### config.mk
export PLATFORM = sky130hd
export DESIGN_NAME = food_sprite_renderer
export DESIGN_NICKNAME = d
export VERILOG_FILES = /design/src/rtl/food_sprite_renderer.sv
export SDC_FILE = /design/constraint.sdc
export NUM_CORES = 1
export LEC_CHECK = 0
export ABC_AREA = 1
export BUFFER_PORTS_ARGS = -buffer_cell sky130_fd_sc_hd__buf_2
export CAP_MARGIN = 20
export CORE_MARGIN = 1
export CORE_UTILIZATION = 58
export CTS_CLUSTER_SIZE = 12
export DETAILED_ROUTE_END_ITERATION = 6
export GPL_TIMING_DRIVEN = 0
export HOLD_SLACK_MARGIN = 0.03
export MAX_ROUTING_LAYER = met4
export PLACE_DENSITY = 0.82
export SLEW_MARGIN = 30
export SYNTH_ARGS = -nofsm -noshare
export SYNTH_HDL_FRONTEND = slang
export SYNTH_SLANG_ARGS = --single-unit
### constraint.sdc
create_clock -name clk -period 5.33 [get_ports clk]
set_input_delay 0 -clock clk [delete_from_list [all_inputs] [get_ports clk]]
set_output_delay 0 -clock clk [all_outputs]
set_load 0.01 [all_outputs]
### src/rtl/food_sprite_renderer.sv
// Food sprite ROM addressing, 3-stage masked pixel pipeline and food lifecycle FSM.
// Food spawns LIVE, enters WARN (blinking) near the end of its lifetime, then expires or is eaten.
module food_sprite_renderer #(
   parameter int                    DATA_WIDTH      = 12,
   parameter int                    ADDR_WIDTH      = 20,
   parameter int                    SPR_W           = 40,
   parameter int                    SPR_H           = 20,
   parameter logic [DATA_WIDTH-1:0] TRANSPARENT     = 12'h0F0,
   parameter int                    LIFETIME_FRAMES = 600,
   parameter int                    BLINK_FRAMES    = 180,
   parameter int                    BLINK_PERIOD    = 15
) (
   input  logic                  clk,
   input  logic                  reset_n,
   input  logic                  frame_start,
   input  logic [9:0]            pixel_x,
   input  logic [9:0]            pixel_y,
   input  logic                  spawn,
   input  logic [9:0]            spawn_x,
   input  logic [9:0]            spawn_y,
   input  logic                  eaten,
   output logic [ADDR_WIDTH-1:0] rom_addr,
   input  logic [DATA_WIDTH-1:0] rom_data,
   output logic                  food_active,
   output logic                  food_pixel_valid,
   output logic [DATA_WIDTH-1:0] food_rgb,
   output logic                  expired
);

   localparam int FW = $clog2(LIFETIME_FRAMES + 1);
   localparam int BW = (BLINK_PERIOD > 1) ? $clog2(BLINK_PERIOD) : 1;
   localparam logic [FW-1:0] WARN_AT    = FW'(LIFETIME_FRAMES - BLINK_FRAMES);
   localparam logic [FW-1:0] LIFE_END   = FW'(LIFETIME_FRAMES);
   localparam logic [BW-1:0] BLINK_LAST = BW'(BLINK_PERIOD - 1);

   localparam logic [1:0] ST_HIDDEN = 2'd0;
   localparam logic [1:0] ST_LIVE   = 2'd1;
   localparam logic [1:0] ST_WARN   = 2'd2;

   logic [1:0]            state;
   logic [FW-1:0]         frame_cnt;
   logic [FW-1:0]         frame_nxt;
   logic [BW-1:0]         blink_cnt;
   logic                  blink_vis;
   logic [9:0]            pos_x;
   logic [9:0]            pos_y;
   logic                  s1;
   logic                  s2;
   logic                  hit;
   logic                  opaque;
   logic [10:0]           px, py, x0, y0, dx, dy;
   logic [ADDR_WIDTH-1:0] addr_calc;

   // 11-bit compare so a sprite near the right/bottom edge never wraps to column/row 0
   always_comb begin
      px        = {1'b0, pixel_x};
      py        = {1'b0, pixel_y};
      x0        = {1'b0, pos_x};
      y0        = {1'b0, pos_y};
      dx        = px - x0;
      dy        = py - y0;
      hit       = (px >= x0) && (px < x0 + 11'(SPR_W)) &&
                  (py >= y0) && (py < y0 + 11'(SPR_H));
      addr_calc = ADDR_WIDTH'(dy) * ADDR_WIDTH'(SPR_W) + ADDR_WIDTH'(dx);
      opaque    = s2 && (rom_data != TRANSPARENT);
      frame_nxt = frame_cnt + FW'(1);
   end

   always_ff @(posedge clk or negedge reset_n) begin
      if (!reset_n) begin
         rom_addr         <= '0;
         s1               <= 1'b0;
         s2               <= 1'b0;
         food_pixel_valid <= 1'b0;
         food_rgb         <= '0;
      end else begin
         rom_addr         <= hit ? addr_calc : '0;
         s1               <= hit && food_active && blink_vis;
         s2               <= s1;
         food_pixel_valid <= opaque;
         food_rgb         <= opaque ? rom_data : '0;
      end
   end

   // Priority: spawn > eaten > frame_start
   always_ff @(posedge clk or negedge reset_n) begin
      if (!reset_n) begin
         state       <= ST_HIDDEN;
         frame_cnt   <= '0;
         blink_cnt   <= '0;
         blink_vis   <= 1'b1;
         pos_x       <= '0;
         pos_y       <= '0;
         food_active <= 1'b0;
         expired     <= 1'b0;
      end else begin
         expired <= 1'b0;
         if (spawn) begin
            state       <= ST_LIVE;
            food_active <= 1'b1;
            pos_x       <= spawn_x;
            pos_y       <= spawn_y;
            frame_cnt   <= '0;
            blink_cnt   <= '0;
            blink_vis   <= 1'b1;
         end else begin
            case (state)
               ST_HIDDEN: ;
               ST_LIVE: begin
                  if (eaten) begin
                     state       <= ST_HIDDEN;
                     food_active <= 1'b0;
                  end else if (frame_start) begin
                     frame_cnt <= frame_nxt;
                     if (frame_nxt == WARN_AT) begin
                        state     <= ST_WARN;
                        blink_cnt <= '0;
                        blink_vis <= 1'b1;
                     end
                  end
               end
               ST_WARN: begin
                  if (eaten) begin
                     state       <= ST_HIDDEN;
                     food_active <= 1'b0;
                  end else if (frame_start) begin
                     frame_cnt <= frame_nxt;
                     if (blink_cnt == BLINK_LAST) begin
                        blink_cnt <= '0;
                        blink_vis <= ~blink_vis;
                     end else begin
                        blink_cnt <= blink_cnt + BW'(1);
                     end
                     if (frame_nxt == LIFE_END) begin
                        state       <= ST_HIDDEN;
                        food_active <= 1'b0;
                        expired     <= 1'b1;
                     end
                  end
               end
               default: begin
                  state       <= ST_HIDDEN;
                  food_active <= 1'b0;
               end
            endcase
         end
      end
   end

endmodule

Word level (Yosys, flattened, before mapping). Cells that the tools add are included.

Flip-flop bits (word level): 72. Output and inout bits: 35. Word-level logic and storage cells: 102. Input port bits: 57.

Reduce and logical (&&, ||, !) cells: 16. Bitwise logic cells: 1. Magnitude comparators: 4. Muxes and demuxes: 41. Multipliers: 1. Add/sub/neg operators: 7. Eq/ne operators: 19.

Operators with widths (number): 10-bit 2-to-1 mux (4); 4-bit 2-to-1 mux (7); 10-bit by 11-bit < comparator with 1-bit output (2); 10-bit by 10-bit subtractor with 11-bit output (2); 3-bit != test (second input constant) (7); 10-bit greater-or-equal comparator (2); 17-bit by 11-bit adder with 18-bit output (1); 18-bit 2-to-1 mux (1); 1-bit 2-to-1 mux (17); 4-bit != test (second input constant) (4); 11-bit by 3-bit multiplier with 14-bit output (second input constant) (1); 2-bit 2-to-1 mux (7); 12-bit 2-to-1 mux (1); 12-bit by 8-bit != test with 1-bit output (second input constant) (1); 10-bit by 5-bit adder with 11-bit output (second input constant) (1); 10-bit by 6-bit adder with 11-bit output (second input constant) (1); 10-bit by 1-bit adder with 10-bit output (second input constant) (1); 10-bit equality test (second input constant) (1); 10-bit by 9-bit equality test with 1-bit output (second input constant) (1); 4-bit one-hot mux with 2 select lines (1); 7-bit AND reduction (1); 1-bit logical AND (6); 2-bit one-hot mux with 3 select lines (1); 6-bit AND reduction (1); 15 further kinds (17).

Logic depth before layout (Yosys ltp).
Depth after elaboration: 7. Mapped depth: 26. Depth with buffers taken out: 26.

Worst setup path before layout. OpenSTA, ideal clock, no wires.

Kind: flip-flop to flip-flop. From: register pos_y[0]. To: register rom_addr[15]. Arrival time: 3556 ps. Buffers on the path: 0. Stages on the path, launching flop included: 24. Period minus slack after synthesis: 3676 ps. Library setup time: 120 ps. Setup slack: 1654 ps. Data required time: 5210 ps. Path through: dfrtp_1 > ha_1 > inv_1 > fa_1 > nand3_1 > nand3_2 > xor2_1 > ha_1 > inv_1 > fa_1 > inv_1 > nand3_1 > nand3_1 > xor2_1 > ha_1 > a21oi_1 > o21ai_0 > a21oi_1 > nor2_1 > nand3_1 > nand3b_1 > nand2_1 > nand2_1 > nor2_1.

Cells in the longest elaborated chain, start to end: 4. Elaborated cells on any way between the ends: 9. Classes of those cells: add/sub (3); mul (1); order compare (2); mux (1); reduce/logical (2).

RTL lines: from (decl) (line 46) `logic [9:0] pos_y;`; from (signal assigned) (line 102) `pos_y <= spawn_y;`; 10-bit by 10-bit subtractor with 11-bit output (tied with other cells) (line 61) `dy = py - y0;`; 11-bit by 3-bit multiplier with 14-bit output (tied with other cells) (line 64) `addr_calc = ADDR_WIDTH'(dy) * ADDR_WIDTH'(SPR_W) + ADDR_WIDTH'(dx);`; 17-bit by 11-bit adder with 18-bit output / 1-bit logical AND (equally long branches) (line 64, 63); 18-bit 2-to-1 mux * (line 77) `rom_addr <= hit ? addr_calc : '0;`; to (signal assigned) (line 77); to (decl) (line 22) `output logic [ADDR_WIDTH-1:0] rom_addr,`.

Every way passes the cells marked *; elsewhere a longest branch is shown, timed or not. A chain may end at the register's enable or synchronous reset.

Worst setup path after layout. Same ends and word-level chain as after synthesis.

==> impl_metrics.toml <==
[run_status]
outcome = "complete, no violations"

[worst_setup_path]
slowest_delay_ps = 450
cp.arrival_ps = 4510
cp-startpoint = "pos_y[0]"
cp_num_buf_inv = 1
cp-start-kind = "flop"
path_depth = 23
crit_fanout = 5
cp_common_cell = "nand2_1"
regToRegStartpoint = "pos_y[0]"
ff2ff_setup_slack_ps = 1110
path_cells = "ha_1 > inv_1 > fa_1 > nand3_1 > nand3_2 > nand2_1 > nand2_1 > xor2_1 > ha_1 > ha_1 > nand2_1 > nand3_1 > xor2_1 > ha_1 > nand2_1 > nor3_1 > a21oi_1 > nor2_1 > nand3_1 > nand3b_1 > nand2_1 > nand2_1 > nor2_1"
slowest_stage = "fa_1"
r2r_cells = 23
r2r-end = "rom_addr[15]"
path_class = "reg -> reg"
crit_family = "adder cells"
end_kind = "flop"
endpoint = "rom_addr[15]"
required_ps = 5610

[yosys]
ys_async_sr_fraction_pct = 100
syn_inst = 721
ys_seq_area_share_pct = 32.9
synth_edf_count = 0
ys.flop_type = "dfrtp_1"
yosys_warnings = 0
synth_area_um2 = 5480
synth-seq-cells = 72
netlist-cell-type-count = 38
syn_area_per_cell_um2 = 7.60

[finish]
final_nets = 983
drive_above_1_share_pct = 15.7
final_area_um2 = 6610
area_growth_pct = 20.7

[floorplanning]
dieArea_um2 = 9840
initial_core_util_pct = 59.6
core_area_um2 = 9200
die_w_um = 99.2
io-pin-count = 92
num_rows = 35
fp.dieH_um = 99.2

[global_route]
grt_usage_pct = 28.6
grt_pass1_vias = 5064
grt_overflow = 0
grt_pass1_wl_um = 21900
grt_max_degree = 41
antenna_found_initial = 1

[timing]
fin_crit_ps = 4220
max_freq_mhz = 237
period_share_pct = 79.3
finalSetupViolations = 0
rsz0062_at_grt = "false"
relSlewSlack_pct = 66.2
fin_setup_tns_ps = 0
slew_violations = 0
finClkSkew_ps = 16.2
worstMarginPinSlew_ps = 507
hold_viol_final = 0

[clocking]
tritoncts = "done"
clockRootBuffer = "clkbuf_8"
h-tree-depth = 3
cts.sink_count = 72
cts_inserted_buffers = 9
clockBufferDepth = 2
cts_resized = 0
clk-insertion-delay-late_ps = 350
clk_pin_slew_ps = 80

[detailed_routing]
first_iter_violations = 218
final_antenna_net_count = 0
wl_per_cell_um = 13.5
route.vias.total = 5206
vias_per_cell = 5.34
drc_errors = 0
dr.pass1.iters = 5
wirelength_um = 13100

[pwr]
p_leak_nw = 3.66
power.density_nw_per_um2 = 370
vdd_drop_max_uv = 216

[placed_design]
place_area_um2 = 6090
io_buffers = 88
gp_congestion = 0.958
dpl.hpwl_um = 9940

[worst_hold_path]
hold_class = "in -> reg"
hold_start = "pixel_x[0]"

[run]
cap_violations = 0
-- tightest hold or removal path, stage by stage --
cell and delay, ps:
buf_2 100, inv_1 50, ha_1 190, nor2_1 80
-- sequential cells by signal (all words and copies together), names as in the netlist --
register          cells
pos_y                10
rom_addr             18
food_pixel_valid      1
s2                    1
blink_vis             1
food_active           1
state                 2
blink_cnt             4
frame_cnt            10
expired               1
food_rgb             12
pos_x                10
s1                    1
-- per-layer routing --
layer | share of wire (%) | global-route usage (%)
met3 | 4.2 | 4.92
met2 | 49 | 48.4
met1 | 44 | 33.4
met5 | 0 | -
met4 | 3.1 | 13.1
-- cell usage after synthesis, types with 3 or more instances --
| library cell | number | area [um2] |
|---|---|---|
| ha_1 | 65 | 813 |
| fa_1 | 4 | 80.1 |
| nand4_1 | 18 | 113 |
| o21ai_0 | 34 | 170 |
| nand2_2 | 3 | 18.8 |
| o22ai_1 | 4 | 25.0 |
| clkbuf_1 | 7 | 26.3 |
| xor2_1 | 33 | 289 |
| nand3_2 | 3 | 30.0 |
| dfrtp_1 | 71 | 1780 |
| nor2_2 | 13 | 81.3 |
| nor2_1 | 61 | 229 |
| a21oi_1 | 36 | 180 |
| inv_1 | 110 | 413 |
| nand2_1 | 169 | 634 |
| nor3_1 | 9 | 45.0 |
| o211ai_1 | 3 | 22.5 |
| o21ai_1 | 4 | 20.0 |
| nor4_1 | 4 | 25.0 |
| nand3_1 | 37 | 185 |
| xnor2_1 | 11 | 96.3 |
-- cell families after synthesis --
family	synth area share [%]
xor+xnor	7.04
flops	32.9
compound gates	9.55
fa+ha+maj	16.3
simple gates	25.6
buf+inv	8.57
other cells	0.0685
-- power breakdown --
group	switching (mW)	leakage (nW)	total (mW)	internal [mW]
clock network	0.221	0.0887	0.403	0.182
logic	0.872	2.62	1.43	0.558
registers	0.0234	0.953	0.616	0.592
-- worst min path at each step --
stage | cells past startpoint | end
2_1_floorplan | 0 | blink_cnt[0]
3_3_place_gp | 3 | pos_x[0]
3_5_place_dp | 1 | rom_addr[6]
4_1_cts | 4 | rom_addr[0]
5_1_grt | 4 | rom_addr[0]
6_report | 4 | rom_addr[0]
-- cell type report --
cell class	count	area (um2)
antenna	1	2.50
buffer	10	52.6
clock buffer	10	138
clock inverter	6	42.5
fill	747	2590
inverter	111	417
multi-input combinational	530	3210
sequential	72	1800
tap	111	139
timing repair buffer	123	803
-- metrics by stage --
| step | hold slack (ps) | power, mW | instances | worst slack, ps | util [%] |
|---|---|---|---|---|---|
| finish | 107 | 2.45 | 974 | 1110 | 71.9 |
| global route | 84.8 | 2.68 | 974 | 732 | 71.9 |
| CTS | 84.6 | 2.44 | 973 | 1080 | 71.9 |
| detailed placement | -28.0 | 2.02 | 923 | 1120 | 66.2 |
| global placement | 205 | 1.96 | 922 | 1200 | 65.9 |
| floorplan | -296 | 1.72 | 723 | 1650 | - |
-- placed cells by master (no fill, tap or decap), types with 4 or more instances in the layout --
| master | count |
|---|---|
| inv_1 | 110 |
| nor4_1 | 4 |
| nand3_1 | 37 |
| o21ai_0 | 34 |
| o22ai_1 | 4 |
| nand2_1 | 169 |
| xor2_1 | 33 |
| xnor2_1 | 11 |
| clkbuf_1 | 7 |
| clkbuf_8 | 10 |
| nor2_1 | 61 |
| o21ai_1 | 4 |
| ha_1 | 65 |
| nor2_2 | 13 |
| fa_1 | 4 |
| nand4_1 | 18 |
| a21oi_1 | 36 |
| buf_2 | 87 |
| dfrtp_1 | 71 |
| dlygate4sd3_1 | 34 |
| nor3_1 | 9 |
-- repair_timing --
item                                    4_1_cts  5_1_grt
setup buffers                                 0        0
endpoints found under the hold margin       105        0
hold buffers                                 34        0
endpoints found under the setup margin        0        0
No activity file was read; power rests on OpenSTA's default activity.
